**config.mk**
```make
export PLATFORM = sky130hd
export DESIGN_NAME = div8_serial
export DESIGN_NICKNAME = d
export VERILOG_FILES = /design/src/rtl/div8_serial.sv
export SDC_FILE = /design/constraint.sdc
export NUM_CORES = 1
export LEC_CHECK = 0
export CORE_ASPECT_RATIO = 1.5
export CORE_UTILIZATION = 50
export DETAILED_ROUTE_END_ITERATION = 6
export PLACE_DENSITY = 0.75
export SYNTH_ARGS = -nofsm -noshare
export SYNTH_HDL_FRONTEND = slang
export SYNTH_SLANG_ARGS = --single-unit
```
**constraint.sdc**
```tcl
create_clock -name clk -period 6.3 [get_ports clk]
set_clock_uncertainty 0.2 [all_clocks]
set_input_delay 0.945 -clock clk [delete_from_list [all_inputs] [get_ports clk]]
set_output_delay 0.945 -clock clk [all_outputs]
set_load 0.02 [all_outputs]
```
**src/rtl/div8_serial.sv**
```systemverilog
// ---------------------------------------------------------------------------
// div8_serial
//   Iterative restoring fixed-point divider: q = floor((a << W) / b) and
//   r = (a << W) mod b. It undoes the parallel multiplier p = (a*b) >> W.
//   One quotient bit is produced per clock, so a normal division takes W+1
//   edges from the accepted start to the valid_o pulse. Divide-by-zero and
//   a >= b saturate to all-ones and report after a single extra edge.
//
// Handshake: start_i is accepted only in IDLE while valid_o is low. The
//   accepted edge captures a_i/b_i. busy_o is high for the W iteration
//   cycles. valid_o pulses for one cycle; q_o, r_o, ovf_o and dz_o hold
//   until the next result. Starts that arrive while busy_o or valid_o is
//   high are dropped.
//
// Ports:
//   clk      system clock, rising edge
//   rst_n    asynchronous active-low reset
//   start_i  request pulse
//   a_i      dividend (before the << W scaling)
//   b_i      divisor
//   busy_o   division in progress
//   valid_o  one-cycle result strobe
//   q_o      quotient
//   r_o      remainder
//   ovf_o    saturation flag (a >= b, b != 0)
//   dz_o     divide-by-zero flag
// ---------------------------------------------------------------------------
module div8_serial #(
   parameter int W = 8
) (
   input  logic         clk,
   input  logic         rst_n,
   input  logic         start_i,
   input  logic [W-1:0] a_i,
   input  logic [W-1:0] b_i,
   output logic         busy_o,
   output logic         valid_o,
   output logic [W-1:0] q_o,
   output logic [W-1:0] r_o,
   output logic         ovf_o,
   output logic         dz_o
);

   localparam int CW = $clog2(W + 1);

   typedef enum logic [1:0] {
      IDLE = 2'd0,
      CALC = 2'd1,
      DONE = 2'd2
   } state_t;

   state_t         state_q, state_d;
   logic [W-1:0]   b_q, b_d;
   logic [W-1:0]   rem_q, rem_d;
   logic [W-1:0]   quo_q, quo_d;
   logic [CW-1:0]  cnt_q, cnt_d;
   logic           sat_q, sat_d;      // pending saturation flag
   logic           zer_q, zer_d;      // pending divide-by-zero flag
   logic           valid_q, valid_d;
   logic [W-1:0]   q_q, q_d;
   logic [W-1:0]   r_q, r_d;
   logic           ovf_q, ovf_d;
   logic           dz_q, dz_d;

   logic [W:0]     rem_sh;
   logic [W:0]     diff;
   logic           ge;

   // The remainder is always below b, so the shifted value is below 2b and
   // fits in W+1 bits. When rem_sh >= b the difference is below b (< 2^W),
   // so its MSB is 0; otherwise the W+1 bit result wraps to at least
   // 2^(W+1) - b > 2^W and its MSB is 1. The MSB is therefore the borrow.
   assign rem_sh = {rem_q, 1'b0};
   assign diff   = rem_sh - {1'b0, b_q};
   assign ge     = ~diff[W];

   always_comb begin
      state_d = state_q;
      b_d     = b_q;
      rem_d   = rem_q;
      quo_d   = quo_q;
      cnt_d   = cnt_q;
      sat_d   = sat_q;
      zer_d   = zer_q;
      valid_d = 1'b0;
      q_d     = q_q;
      r_d     = r_q;
      ovf_d   = ovf_q;
      dz_d    = dz_q;

      unique case (state_q)
         IDLE: begin
            // The valid_o cycle is spent in IDLE; a start there is dropped.
            if (start_i && !valid_q) begin
               b_d   = b_i;
               cnt_d = '0;
               if (b_i == '0) begin
                  quo_d   = '1;
                  rem_d   = '0;
                  zer_d   = 1'b1;
                  sat_d   = 1'b0;
                  state_d = DONE;
               end else if (a_i >= b_i) begin
                  quo_d   = '1;
                  rem_d   = '0;
                  zer_d   = 1'b0;
                  sat_d   = 1'b1;
                  state_d = DONE;
               end else begin
                  quo_d   = '0;
                  rem_d   = a_i;
                  zer_d   = 1'b0;
                  sat_d   = 1'b0;
                  state_d = CALC;
               end
            end
         end
         CALC: begin
            rem_d = ge ? diff[W-1:0] : rem_sh[W-1:0];
            quo_d = {quo_q[W-2:0], ge};
            cnt_d = cnt_q + CW'(1);
            if (cnt_q == CW'(W - 1)) begin
               state_d = DONE;
            end
         end
         DONE: begin
            valid_d = 1'b1;
            q_d     = quo_q;
            r_d     = rem_q;
            ovf_d   = sat_q;
            dz_d    = zer_q;
            state_d = IDLE;
         end
         default: begin
            state_d = IDLE;
         end
      endcase
   end

   always_ff @(posedge clk or negedge rst_n) begin
      if (!rst_n) begin
         state_q <= IDLE;
         b_q     <= '0;
         rem_q   <= '0;
         quo_q   <= '0;
         cnt_q   <= '0;
         sat_q   <= 1'b0;
         zer_q   <= 1'b0;
         valid_q <= 1'b0;
         q_q     <= '0;
         r_q     <= '0;
         ovf_q   <= 1'b0;
         dz_q    <= 1'b0;
      end else begin
         state_q <= state_d;
         b_q     <= b_d;
         rem_q   <= rem_d;
         quo_q   <= quo_d;
         cnt_q   <= cnt_d;
         sat_q   <= sat_d;
         zer_q   <= zer_d;
         valid_q <= valid_d;
         q_q     <= q_d;
         r_q     <= r_d;
         ovf_q   <= ovf_d;
         dz_q    <= dz_d;
      end
   end

   assign busy_o  = (state_q == CALC);
   assign valid_o = valid_q;
   assign q_o     = q_q;
   assign r_o     = r_q;
   assign ovf_o   = ovf_q;
   assign dz_o    = dz_q;

endmodule

```
==> results.json <==
{
  "synthFlopType": "dfrtp_1",
  "io-pin-count": 39,
  "grt_pass1_wl_um": 9310,
  "core_um2": 4930,
  "worst_pin_slew_ns": 1.03,
  "rsz0062_at_grt": "false",
  "seq_area_frac_synth_pct": 48.8,
  "cts_tree": "done",
  "grt_pass1_vias": 1992,
  "final_nets": 315,
  "syn_avg_cell_area_um2": 10.9,
  "finalWirelength_um": 5290,
  "cp.arrival_ns": 2.43,
  "crit_path_cell_trace": "nand2b_1, inv_1, clkdlybuf4s50_1",
  "finalCritPeriodShare_pct": 56.8,
  "drt-initial-drc-count": 85,
  "power.density_nw_per_um2": 536,
  "die_area_um2": 5530,
  "outcome": "finished, final reports clean",
  "vdd_drop_max_mv": 0.253,
  "place_ws_ns": 2.50,
  "final_layout_size_suffix_gt1_share_pct": 12.5,
  "cap_violations": 0,
  "worst_slack_ns": 2.72,
  "drv_slew": 0,
  "yosysMostFrequentCell": "dfrtp_1",
  "drc_errors": 0,
  "fin_crit_ns": 3.58,
  "required_ns": 5.15,
  "ys_ff_latch": 51,
  "cp_slowest_stage_delay_ns": 0.74,
  "worst-setup-path-type": "register to primary output",
  "synth_top_area_share_pct": 48.8,
  "fin_setup_tns_ns": 0,
  "hold_path_class": "register to register",
  "gr-total-overflow": 0,
  "synth_top_cell_by_area": "dfrtp_1",
  "setup_violations": 0,
  "ant_nets": 0,
  "vias": 1935,
  "cts_made_buffers": 5,
  "cts.repair.resized": 0,
  "vias_per_cell": 5.59,
  "rows": 31,
  "cts.clk_slew.worst_paths_ns": 0.10,
  "synth-edff-count": 0,
  "portBuffers": 38,
  "p_leak_nw": 1.44,
  "synth_area_leaders": "dfrtp_1 (49%), ha_1 (7.6%), mux2_2 (4.7%), nand2_1 (4.2%), a221oi_2 (4.0%)",
  "grt_max_degree": 52,
  "placed_cells": 338,
  "syn-cell-area_um2": 2620,
  "synth.distinct_cells": 50,
  "postSynth.asyncResetShare_pct": 100,
  "max_freq_mhz": 279,
  "post-dp-hpwl_um": 3920,
  "wire_per_inst_um": 15.3,
  "ctsHoldBuffers": 0,
  "synthTopCellsByCount": "dfrtp_1 (51), nand2_1 (29), inv_1 (24)",
  "end_kind": "primary output",
  "critPathSlowestCell": "clkdlybuf4s50_1",
  "slew_headroom_pct": 31.0,
  "area_growth_pct": 20.0,
  "h-tree-depth": 2,
  "synthesis.nets": 277,
  "diodes": 0,
  "cp_max_fo": 22,
  "clk_path_buf_depth": 2,
  "die_y_um": 90.6,
  "die_w_um": 61.1,
  "min_path_cells": 2,
  "cts_sinks": 51,
  "post_cts_buffers": 0,
  "yosys_warnings": 0,
  "firstDrtPassIters": 4,
  "start_util_pct": 53.1,
  "fin_cells": 346,
  "clk_latency_ns": 0.31,
  "cts_root_buffer": "clkbuf_8",
  "hold_viol_final": 0,
  "grtUsageTotal_pct": 22.3,
  "worstSetupStartpointType": "register",
  "synthCells": 241,
  "antenna_found_initial": 0,
  "rr_worst_depth": 7,
  "gp_congestion": 0.821
}
logic make-up after synthesis:
logic type | share of synthesized area [%]
simple gates | 12.0
buf+inv | 5.26
flops | 48.8
fa+ha+maj | 8.41
compound gates | 18.9
xor+xnor | 2.01
mux | 4.73
layout make-up:
| type | instances | area (µm²) |
|---|---|---|
| fill | 422 | 1790 |
| sequential | 51 | 1280 |
| multi-input combinational | 157 | 1200 |
| timing repair buffer | 40 | 390 |
| inverter | 24 | 90.1 |
| tap | 66 | 82.6 |
| clock buffer | 5 | 68.8 |
| clock inverter | 3 | 28.8 |
path summary, 6_finish.rpt:
| path | startpoint | endpoint | slack (ns) |
|---|---|---|---|
| worst max-delay path | state_q[1]$_DFFE_PN0P_ | busy_o | 2.72 |
| min in group asynchronous | rst_n | quo_q[7]$_DFFE_PN0P_ | 0.53 |
| worst min register to register | r_o[6]$_DFFE_PN0P_ | r_o[6]$_DFFE_PN0P_ | 0.28 |
| max in group asynchronous | rst_n | rem_q[0]$_DFFE_PN0P_ | 4.95 |
| worst max register to register | rem_q[3]$_DFFE_PN0P_ | rem_q[1]$_DFFE_PN0P_ | 3.73 |
| worst min-delay path | r_o[6]$_DFFE_PN0P_ | r_o[6]$_DFFE_PN0P_ | 0.28 |
where the power goes:
part	internal (mW)	total [mW]	leakage, nW	switching [mW]
clock	0.0825	0.202	0.0502	0.119
sequential	0.478	0.580	0.634	0.102
combinational	0.418	0.901	0.752	0.482
per-layer routing:
metal,track usage [%],vias to the layer above,routed length (µm),part of all wire (%)
met5,0,-,0,0
met4,8.33,0,103,1.9
met3,3.15,10,141,2.7
met2,36.0,46,2730,52
met1,29.5,937,2320,44
li1,-,942,-,-
registers in the layout, indices dropped and copies added (netlist names):
name / cells
b_q: 8
rem_q: 8
state_q: 2
dz_o: 1
sat_q: 1
quo_q: 8
ovf_o: 1
zer_q: 1
q_o: 8
valid_o: 1
cnt_q: 4
r_o: 8
worst max-delay path: cells and delay by family (launching register included):
kind	cells	cell delay, ns
buf+inv	2	1.41
simple gates	1	0.30
flops	1	0.42
stage by stage:
stage | util (%) | instance area [µm²] | power (mW) | hold WS (ns)
6_report | 63.8 | 3140 | 1.68 | 0.285
5_1_grt | 63.8 | 3140 | 1.83 | 0.299
4_1_cts | 63.8 | 3140 | 1.69 | 0.288
3_5_place_dp | 61.8 | 3040 | 1.49 | 0.263
3_3_place_gp | 61.8 | 3040 | 1.45 | 0.262
2_1_floorplan | - | 2620 | 1.22 | 0.242
cell usage in the layout, fill, tap and decap left out, drive strengths merged, types with 2 or more instances in the layout:
master,count
a211oi,2
a21o,2
a21oi,4
a221o,7
a221oi,13
and2,2
buf,3
clkbuf,5
clkdlybuf4s50,37
clkinv,2
dfrtp,51
ha,16
inv,25
mux2,11
nand2,29
nand2b,4
nand3,3
nor2,8
nor2b,2
nor3,3
nor4,2
o2111ai,2
o21a,2
o21ai,21
or4,2
xnor2,2
xor2,4
Power figures use the tool's default switching activity.
